**config.mk**
```make
export PLATFORM = sky130hd
export DESIGN_NAME = mdr_arbiter
export DESIGN_NICKNAME = d
export VERILOG_FILES = /design/src/rtl/mdr_arbiter.sv
export SDC_FILE = /design/constraint.sdc
export NUM_CORES = 1
export LEC_CHECK = 0
export BUFFER_PORTS_ARGS = -buffer_cell sky130_fd_sc_hd__clkbuf_2
export CAP_MARGIN = 30
export CELL_PAD_IN_SITES_DETAIL_PLACEMENT = 1
export CELL_PAD_IN_SITES_GLOBAL_PLACEMENT = 1
export CORE_MARGIN = 2
export CORE_UTILIZATION = 38
export DETAILED_ROUTE_END_ITERATION = 8
export GPL_TIMING_DRIVEN = 1
export PLACE_DENSITY_LB_ADDON = 0.1
export SLEW_MARGIN = 40
export SYNTH_ARGS = -nofsm -noshare
export SYNTH_HDL_FRONTEND = slang
export SYNTH_SLANG_ARGS = --single-unit
export TNS_END_PERCENT = 50
```
**constraint.sdc**
```tcl
create_clock -name clk -period 3.75 [get_ports clk]
set_input_delay 0.1875 -clock clk [delete_from_list [all_inputs] [get_ports clk]]
set_output_delay 0.1875 -clock clk [all_outputs]
set_load 0.1 [all_outputs]
```
**src/rtl/mdr_arbiter.sv**
```systemverilog
// rtl/mdr_arbiter.sv - round-robin arbiter sharing one mdr unit between two requesters
// Optional wait-state timeout: define MDR_ARB_TIMEOUT_EN.
module mdr_arbiter #(
    parameter int DW      = 16,
    parameter int TIMEOUT = 255
) (
    input  logic               clk,
    input  logic               rst,
    input  logic [1:0]         i_req,
    input  logic [1:0][1:0]    i_op,
    input  logic [1:0][DW-1:0] i_data_x,
    input  logic [1:0][DW-1:0] i_data_y,
    input  logic [1:0]         i_ack,
    output logic [1:0]         o_gnt,
    output logic [1:0]         o_valid,
    output logic [DW-1:0]      o_result,
    output logic [DW-1:0]      o_reminder,
    output logic               o_err,
    output logic               o_timeout,
    output logic               o_busy,
    output logic               o_mdr_start,
    output logic               o_mdr_load,
    output logic [DW-1:0]      o_mdr_data,
    output logic [1:0]         o_mdr_op,
    input  logic               i_mdr_load_x,
    input  logic               i_mdr_load_y,
    input  logic               i_mdr_ready,
    input  logic               i_mdr_error,
    input  logic [DW-1:0]      i_mdr_result,
    input  logic [DW-1:0]      i_mdr_reminder
);

    typedef enum logic [2:0] {
        IDLE, START, WAIT_X, LOAD_X, WAIT_Y, LOAD_Y, BUSY, RESP
    } state_t;

    state_t          state, next_state;
    logic            win, owner, ptr;
    logic [1:0]      op_r;
    logic [DW-1:0]   x_r, y_r;
    logic            timeout_hit;

    logic [1:0]      gnt_d, valid_d, op_d;
    logic [DW-1:0]   result_d, rem_d, data_d;
    logic            err_d, busy_d, start_d, load_d;

    // ptr holds the last winner, so on a tie the other requester goes first
    always_comb begin
        if (i_req == 2'b11) win = ~ptr;
        else                win = i_req[1];
    end

`ifdef MDR_ARB_TIMEOUT_EN
    localparam int CW = ($clog2(TIMEOUT + 1) > 8) ? $clog2(TIMEOUT + 1) : 8;
    logic [CW-1:0] wait_cnt;
    logic          tmo_d;
    logic          waiting;

    assign waiting     = (state == WAIT_X) || (state == WAIT_Y) || (state == BUSY);
    assign timeout_hit = waiting && (wait_cnt == CW'(TIMEOUT - 1));

    always_ff @(posedge clk or posedge rst) begin
        if (rst)                      wait_cnt <= '0;
        else if (next_state != state) wait_cnt <= '0;
        else if (waiting)             wait_cnt <= wait_cnt + 1'b1;
    end
`else
    logic [31:0] unused_timeout;
    assign unused_timeout = 32'(TIMEOUT);
    assign timeout_hit    = 1'b0;
    assign o_timeout      = 1'b0;
`endif

    always_ff @(posedge clk or posedge rst) begin
        if (rst) state <= IDLE;
        else     state <= next_state;
    end

    always_comb begin
        next_state = state;
        case (state)
            IDLE:    if (|i_req) next_state = START;
            START:   next_state = WAIT_X;
            WAIT_X:  if (i_mdr_load_x) next_state = LOAD_X;
                     else if (timeout_hit) next_state = RESP;
            LOAD_X:  next_state = WAIT_Y;
            WAIT_Y:  if (i_mdr_load_y) next_state = LOAD_Y;
                     else if (timeout_hit) next_state = RESP;
            LOAD_Y:  next_state = BUSY;
            BUSY:    if (i_mdr_error || i_mdr_ready || timeout_hit) next_state = RESP;
            RESP:    if (i_ack[owner]) next_state = IDLE;
            default: next_state = IDLE;
        endcase
    end

    always_ff @(posedge clk or posedge rst) begin
        if (rst) begin
            owner <= 1'b0;
            ptr   <= 1'b1;
            op_r  <= '0;
            x_r   <= '0;
            y_r   <= '0;
        end else if (state == IDLE && |i_req) begin
            owner <= win;
            ptr   <= win;
            op_r  <= i_op[win];
            x_r   <= i_data_x[win];
            y_r   <= i_data_y[win];
        end
    end

    // Next values for the registered outputs, decoded from the state being entered
    always_comb begin
        gnt_d    = '0;
        valid_d  = '0;
        start_d  = 1'b0;
        load_d   = 1'b0;
        data_d   = '0;
        busy_d   = (next_state != IDLE);
        op_d     = '0;
        result_d = o_result;
        rem_d    = o_reminder;
        err_d    = o_err;
`ifdef MDR_ARB_TIMEOUT_EN
        tmo_d    = o_timeout;
`endif
        if (next_state != IDLE) op_d = (state == IDLE) ? i_op[win] : op_r;
        case (next_state)
            START:   begin gnt_d[win] = 1'b1; start_d = 1'b1; end
            LOAD_X:  begin load_d = 1'b1; data_d = x_r; end
            LOAD_Y:  begin load_d = 1'b1; data_d = y_r; end
            RESP:    valid_d[owner] = 1'b1;
            default: ;
        endcase
        // Error wins over ready; anything else reaching RESP is a timeout
        if (next_state == RESP && state != RESP) begin
            if (state == BUSY && i_mdr_ready && !i_mdr_error) begin
                result_d = i_mdr_result;
                rem_d    = i_mdr_reminder;
                err_d    = 1'b0;
            end else begin
                result_d = '0;
                rem_d    = '0;
                err_d    = 1'b1;
            end
`ifdef MDR_ARB_TIMEOUT_EN
            tmo_d = !(state == BUSY && (i_mdr_ready || i_mdr_error));
`endif
        end
    end

    always_ff @(posedge clk or posedge rst) begin
        if (rst) begin
            o_gnt       <= '0;
            o_valid     <= '0;
            o_result    <= '0;
            o_reminder  <= '0;
            o_err       <= 1'b0;
            o_busy      <= 1'b0;
            o_mdr_start <= 1'b0;
            o_mdr_load  <= 1'b0;
            o_mdr_data  <= '0;
            o_mdr_op    <= '0;
        end else begin
            o_gnt       <= gnt_d;
            o_valid     <= valid_d;
            o_result    <= result_d;
            o_reminder  <= rem_d;
            o_err       <= err_d;
            o_busy      <= busy_d;
            o_mdr_start <= start_d;
            o_mdr_load  <= load_d;
            o_mdr_data  <= data_d;
            o_mdr_op    <= op_d;
        end
    end

`ifdef MDR_ARB_TIMEOUT_EN
    always_ff @(posedge clk or posedge rst) begin
        if (rst) o_timeout <= 1'b0;
        else     o_timeout <= tmo_d;
    end
`endif

endmodule

```
Word-level counts from Yosys, hierarchy flattened
Index checks and enable logic that the tools add are counted.

operators by class
  reductions and logical operators = 12
  bitwise operators = 1
  div/mod/pow operators = 0
  $lt $le $gt $ge = 4
  multiplexer cells = 29
  $add $sub $neg = 0
  $mul = 0
  eq/ne operators = 13
  shift operators = 0

operators with widths
  kind                  number
  $mux W16              6
  $pmux W16 S2          1
  $pmux W3 S8           1
  $eq A3 B3 Y1 const B  6
  $mux W3               5
  $mux W2               6
  $eq A3 B2 Y1 const B  3
  $mux W1               8
  $eq A3 B1 Y1 const B  2
  $logic_and A1 B1 Y1   6
  $lt A1 B2 Y1 const B  2
  $reduce_or A2 Y1      2
  $logic_not A3 Y1      1
  $ne A3 B3 Y1 const B  1
  $reduce_bool A3 Y1    1
  $demux W1 S1          2
  $eq A2 B2 Y1 const B  1
  $ge A1 B1 Y1 const B  2
  $logic_not A1 Y1      1
  $logic_or A1 B1 Y1    1
  $not A1 Y1            1

storage, ports and cells
  RAM bits = 0
  logic and storage cells = 75
  memory bits (read-only) = 0
  bits of input ports = 110
  bits in latches = 0
  memories = 0
  bits in registers = 97

Depth between registers and ports, before layout
  depth in word-level cells = 7
  depth in mapped cells = 7

Worst setup path before layout
No wires, ideal clock.

  path kind = register to register
  from = register state[0]
  to = register x_r[0]
  setup slack = 1,898 ps
  arrival = 1,727 ps
  period minus slack after synthesis = 1,852 ps
  setup time = 125 ps
  cell stages (with the launch flop) = 8
  buffers on the path = 3
  required time = 3,625 ps
  cell sequence = dfrtp_1 -> buf_6 -> or3_4 -> or2_1 -> buf_6 -> clkinv_8 -> buf_12 -> mux2_4

on the way
  longest elaborated chain between the ends = 2

ends and longest elaborated chain
  item                    line  RTL
  from (decl)             37    state_t state, next_state;
  from (signal assigned)  76    else state <= next_state;
  $logic_not A3 Y1        103   end else if (state == IDLE && |i_req) begin
  $logic_and A1 B1 Y1     103
  to (signal assigned)    107   x_r <= i_data_x[win];
  to (decl)               40    logic [DW-1:0] x_r, y_r;

No other way between the ends.
A chain may end at the register's enable or synchronous reset.

Final worst setup path
  from = register state[1]
  to = register x_r[12]

The elaborated chain is that of the path after synthesis.

==> flow_metrics.env <==
export IMPL_cts_sinks=97
export IMPL_synthMuxAreaShare=0.212
export IMPL_cp_slowest_stage_delay_ns=0.49
export IMPL_viasPerCell=4.97
export IMPL_critical_path_required_ns=4.00
export IMPL_fin_crit_ns=2.08
export IMPL_antenna_found_initial=0
export IMPL_path_clk_slew_ns=0.09
export IMPL_cp_slowest_cell="dfrtp_1"
export IMPL_ys_warn_count=0
export IMPL_rr_endpoint="x_r[12]$_DFFE_PP0P_"
export IMPL_switching_share=0.495
export IMPL_die_h_um=108
export IMPL_rrSetupSlack_ns=1.67
export IMPL_ir_drop_v=0.000493
export IMPL_worst_pin_slew_ns=0.762
export IMPL_track_usage=0.171
export IMPL_synth_commonest_cells="dfrtp_1, a22o_1, mux2_2"
export IMPL_cp_cell_sequence="or3_4, or2_1, clkinv_8, mux2_2"
export IMPL_setup_viol=0
export IMPL_p_per_area_mw_per_mm2=944
export IMPL_area_growth_pct=28.1
export IMPL_vias=2905
export IMPL_cts_tree="built"
export IMPL_synth_compound_area_share=0.123
export IMPL_grt_max_degree=66
export IMPL_grt_pass1_wl_mm=15.3
export IMPL_period_share=0.554
export IMPL_p_int_mw=2.53
export IMPL_slew_headroom=0.492
export IMPL_antenna_left=0
export IMPL_grt_pass1_vias=3051
export IMPL_cts_setup_buffers=0
export IMPL_synthFlopType="dfrtp_1"
export IMPL_status="complete, no violations"
export IMPL_holdBufCountCts=1
export IMPL_postSynth_asyncResetShare=1.00
export IMPL_synth_area_mm2=0.00414
export IMPL_fp_dieArea_mm2=0.0117
export IMPL_clkPwrFrac=0.151
export IMPL_root_buffer="clkbuf_8"
export IMPL_worstSetupEndpoint="x_r[12]$_DFFE_PP0P_"
export IMPL_yosys_area_top_type="dfrtp_1"
export IMPL_fmax_mhz=482
export IMPL_dp_hpwl_mm=6.90
export IMPL_p_total_mw=5.01
export IMPL_synth_top_area_share=0.580
export IMPL_power_switching_mw=2.48
export IMPL_synthSimpleGateAreaFrac=0.0293
export IMPL_cts_resized_gates=0
export IMPL_synth_most_common_cell="dfrtp_1"
export IMPL_setup_tns_final_ns=0
export IMPL_dr_pass1_iters=4
export IMPL_path_class="reg2reg"
export IMPL_r2r_cells=4
export IMPL_hold_path_class="in2reg"
export IMPL_drt_iter0_drc=110
export IMPL_synthAdderAreaFrac=0
export IMPL_grt_ovfl_total=0
export IMPL_cp_startpoint="state[1]$_DFF_PP0_"
export IMPL_rows=38
export IMPL_fin_skew_ns=0.00784
export IMPL_diodes=0
export IMPL_syn_mean_instance_area_um2=14.9
export IMPL_rsz0062_at_grt="no"
export IMPL_setup_worst_path_start_class="flop"
export IMPL_seqPwrFrac=0.339
export IMPL_die_width_um=108
export IMPL_fin_nets=550
export IMPL_ioPinCount=169
export IMPL_synthTopCellsByArea="dfrtp_1, mux2_2, mux2_4"
export IMPL_routed_wl_mm=9.69
export IMPL_htreeDepth=3
export IMPL_core_area_mm2=0.0107
export IMPL_end_kind="flop"
export IMPL_synth_edff_count=0
export IMPL_p_leak_nw=2.74
export IMPL_r2r_start="state[1]$_DFF_PP0_"
export IMPL_syn_num_nets=388
export IMPL_maxCapViolCount=0
export IMPL_syn_inst=278
export IMPL_insertion_delay_ns=0.36
export IMPL_worstPathMaxFanout=36
export IMPL_cts_buffer_depth=2
export IMPL_synth_top_family_by_area="multiplexers"
export IMPL_place_gp_congestion=0.713
export IMPL_arrival_ns=2.32
export IMPL_synth_xor_area_share=0
export IMPL_drc=0
export IMPL_synth_seq_area_share=0.586
export IMPL_portBuffers=167
export IMPL_synth_cell_type_count=32
export IMPL_yosys_register_bits=97
export IMPL_power_frac_comb=0.511
export IMPL_wl_per_cell_um=16.6
export IMPL_start_util=0.385
export IMPL_hold_viol_final=0
export IMPL_drive_above_1_share=0.591
export IMPL_maxSlewViolCount=0
export IMPL_numCtsBuffers=9
-- cell families (layout without fill, tap and decap cells) --
family	count (synthesis)	after routing
other cells	1	1
flops	97	97
mux	69	69
compound gates	63	63
buf+inv	28	195
simple gates	20	20
-- state kept, by name (all words and copies together) (netlist names) --
signal,flops
state,3
ptr,1
o_busy,1
o_gnt,2
owner,1
op_r,2
o_mdr_start,1
o_result,16
o_reminder,16
o_mdr_op,2
y_r,16
o_err,1
x_r,16
o_mdr_data,16
o_mdr_load,1
o_valid,2
-- power by group through the flow --
stage,logic (mW),registers [mW],clock network [mW]
CTS,2.58,1.70,0.788
floorplan,0.832,3.01,0
global placement,2.54,1.69,0
global route,2.68,1.75,0.828
detailed placement,2.58,1.72,0
finish,2.56,1.70,0.754
-- worst max-delay path: cells and delay by family (launching register included) --
kind | cells | cell delay [ns]
flip-flops | 1 | 0.49
multiplexers | 1 | 0.37
buffers and inverters | 1 | 0.27
AND/OR/NAND/NOR | 2 | 0.82
-- stage by stage --
step | cell area [µm²] | worst slack, ns | util | instances | hold slack (ns)
finish | 5300 | 1.67 | 0.494 | 585 | 0.0486
global route | 5300 | 1.58 | 0.494 | 585 | 0.0366
CTS | 5300 | 1.65 | 0.493 | 585 | 0.0269
detailed placement | 5060 | 1.67 | 0.471 | 568 | 0.396
global placement | 5030 | 1.58 | 0.468 | 566 | 0.383
floorplan | 4140 | 1.03 | - | 278 | 0.327
-- area by class of cell --
type	instances	area (µm²)
clock inverters	6	91.3
inverters	6	40.0
fillers	1166	5440
flip-flops and latches	97	2430
well taps	140	175
clock buffers	10	138
multi-input cells	153	1530
repair buffers	173	898
-- cells in the final DEF (no fill, tap or decap) --
cell type,instances
mux2i_1,3
o21bai_2,1
clkbuf_8,10
nor2_1,6
o22ai_1,2
or2_1,1
a21o_2,1
clkinv_4,1
or3_4,1
a21boi_0,1
clkinvlp_4,3
buf_4,3
and2_1,1
a21boi_4,1
bufinv_16,2
conb_1,1
mux2_4,28
dfstp_2,1
a22o_1,48
nand3b_1,3
nand4_1,2
and4bb_2,1
clkinv_8,1
buf_8,2
dfrtp_1,96
and3_1,1
nand3_1,2
clkbuf_2,167
mux2_2,38
inv_6,1
dlygate4sd3_1,1
nand2_1,1
o21ai_0,5
nor3b_2,1
a21oi_1,4
inv_1,4
-- per-layer routing --
metal / up-vias / wire [µm] / track usage / part of all wire
met5: - / 0 / 0 / 0
met4: 0 / 198 / 0.0797 / 0.020
met3: 14 / 805 / 0.0452 / 0.083
met2: 129 / 4420 / 0.266 / 0.46
met1: 1423 / 4260 / 0.223 / 0.44
li1: 1339 / - / - / -
-- worst min path at each step --
stage / startpoint / slack [ns] / to / cells past startpoint
floorplan: i_mdr_reminder[0] / 0.33 / o_reminder[0]$_DFFE_PP0P_ / 1
global placement: rst / 0.38 / o_mdr_start$_DFF_PP0_ / 2
detailed placement: rst / 0.40 / y_r[3]$_DFFE_PP0P_ / 2
CTS: i_mdr_result[0] / 0.03 / o_result[0]$_DFFE_PP0P_ / 2
global route: i_mdr_result[1] / 0.04 / o_result[1]$_DFFE_PP0P_ / 2
finish: i_mdr_result[0] / 0.05 / o_result[0]$_DFFE_PP0P_ / 2
Power figures use the tool's default switching activity.
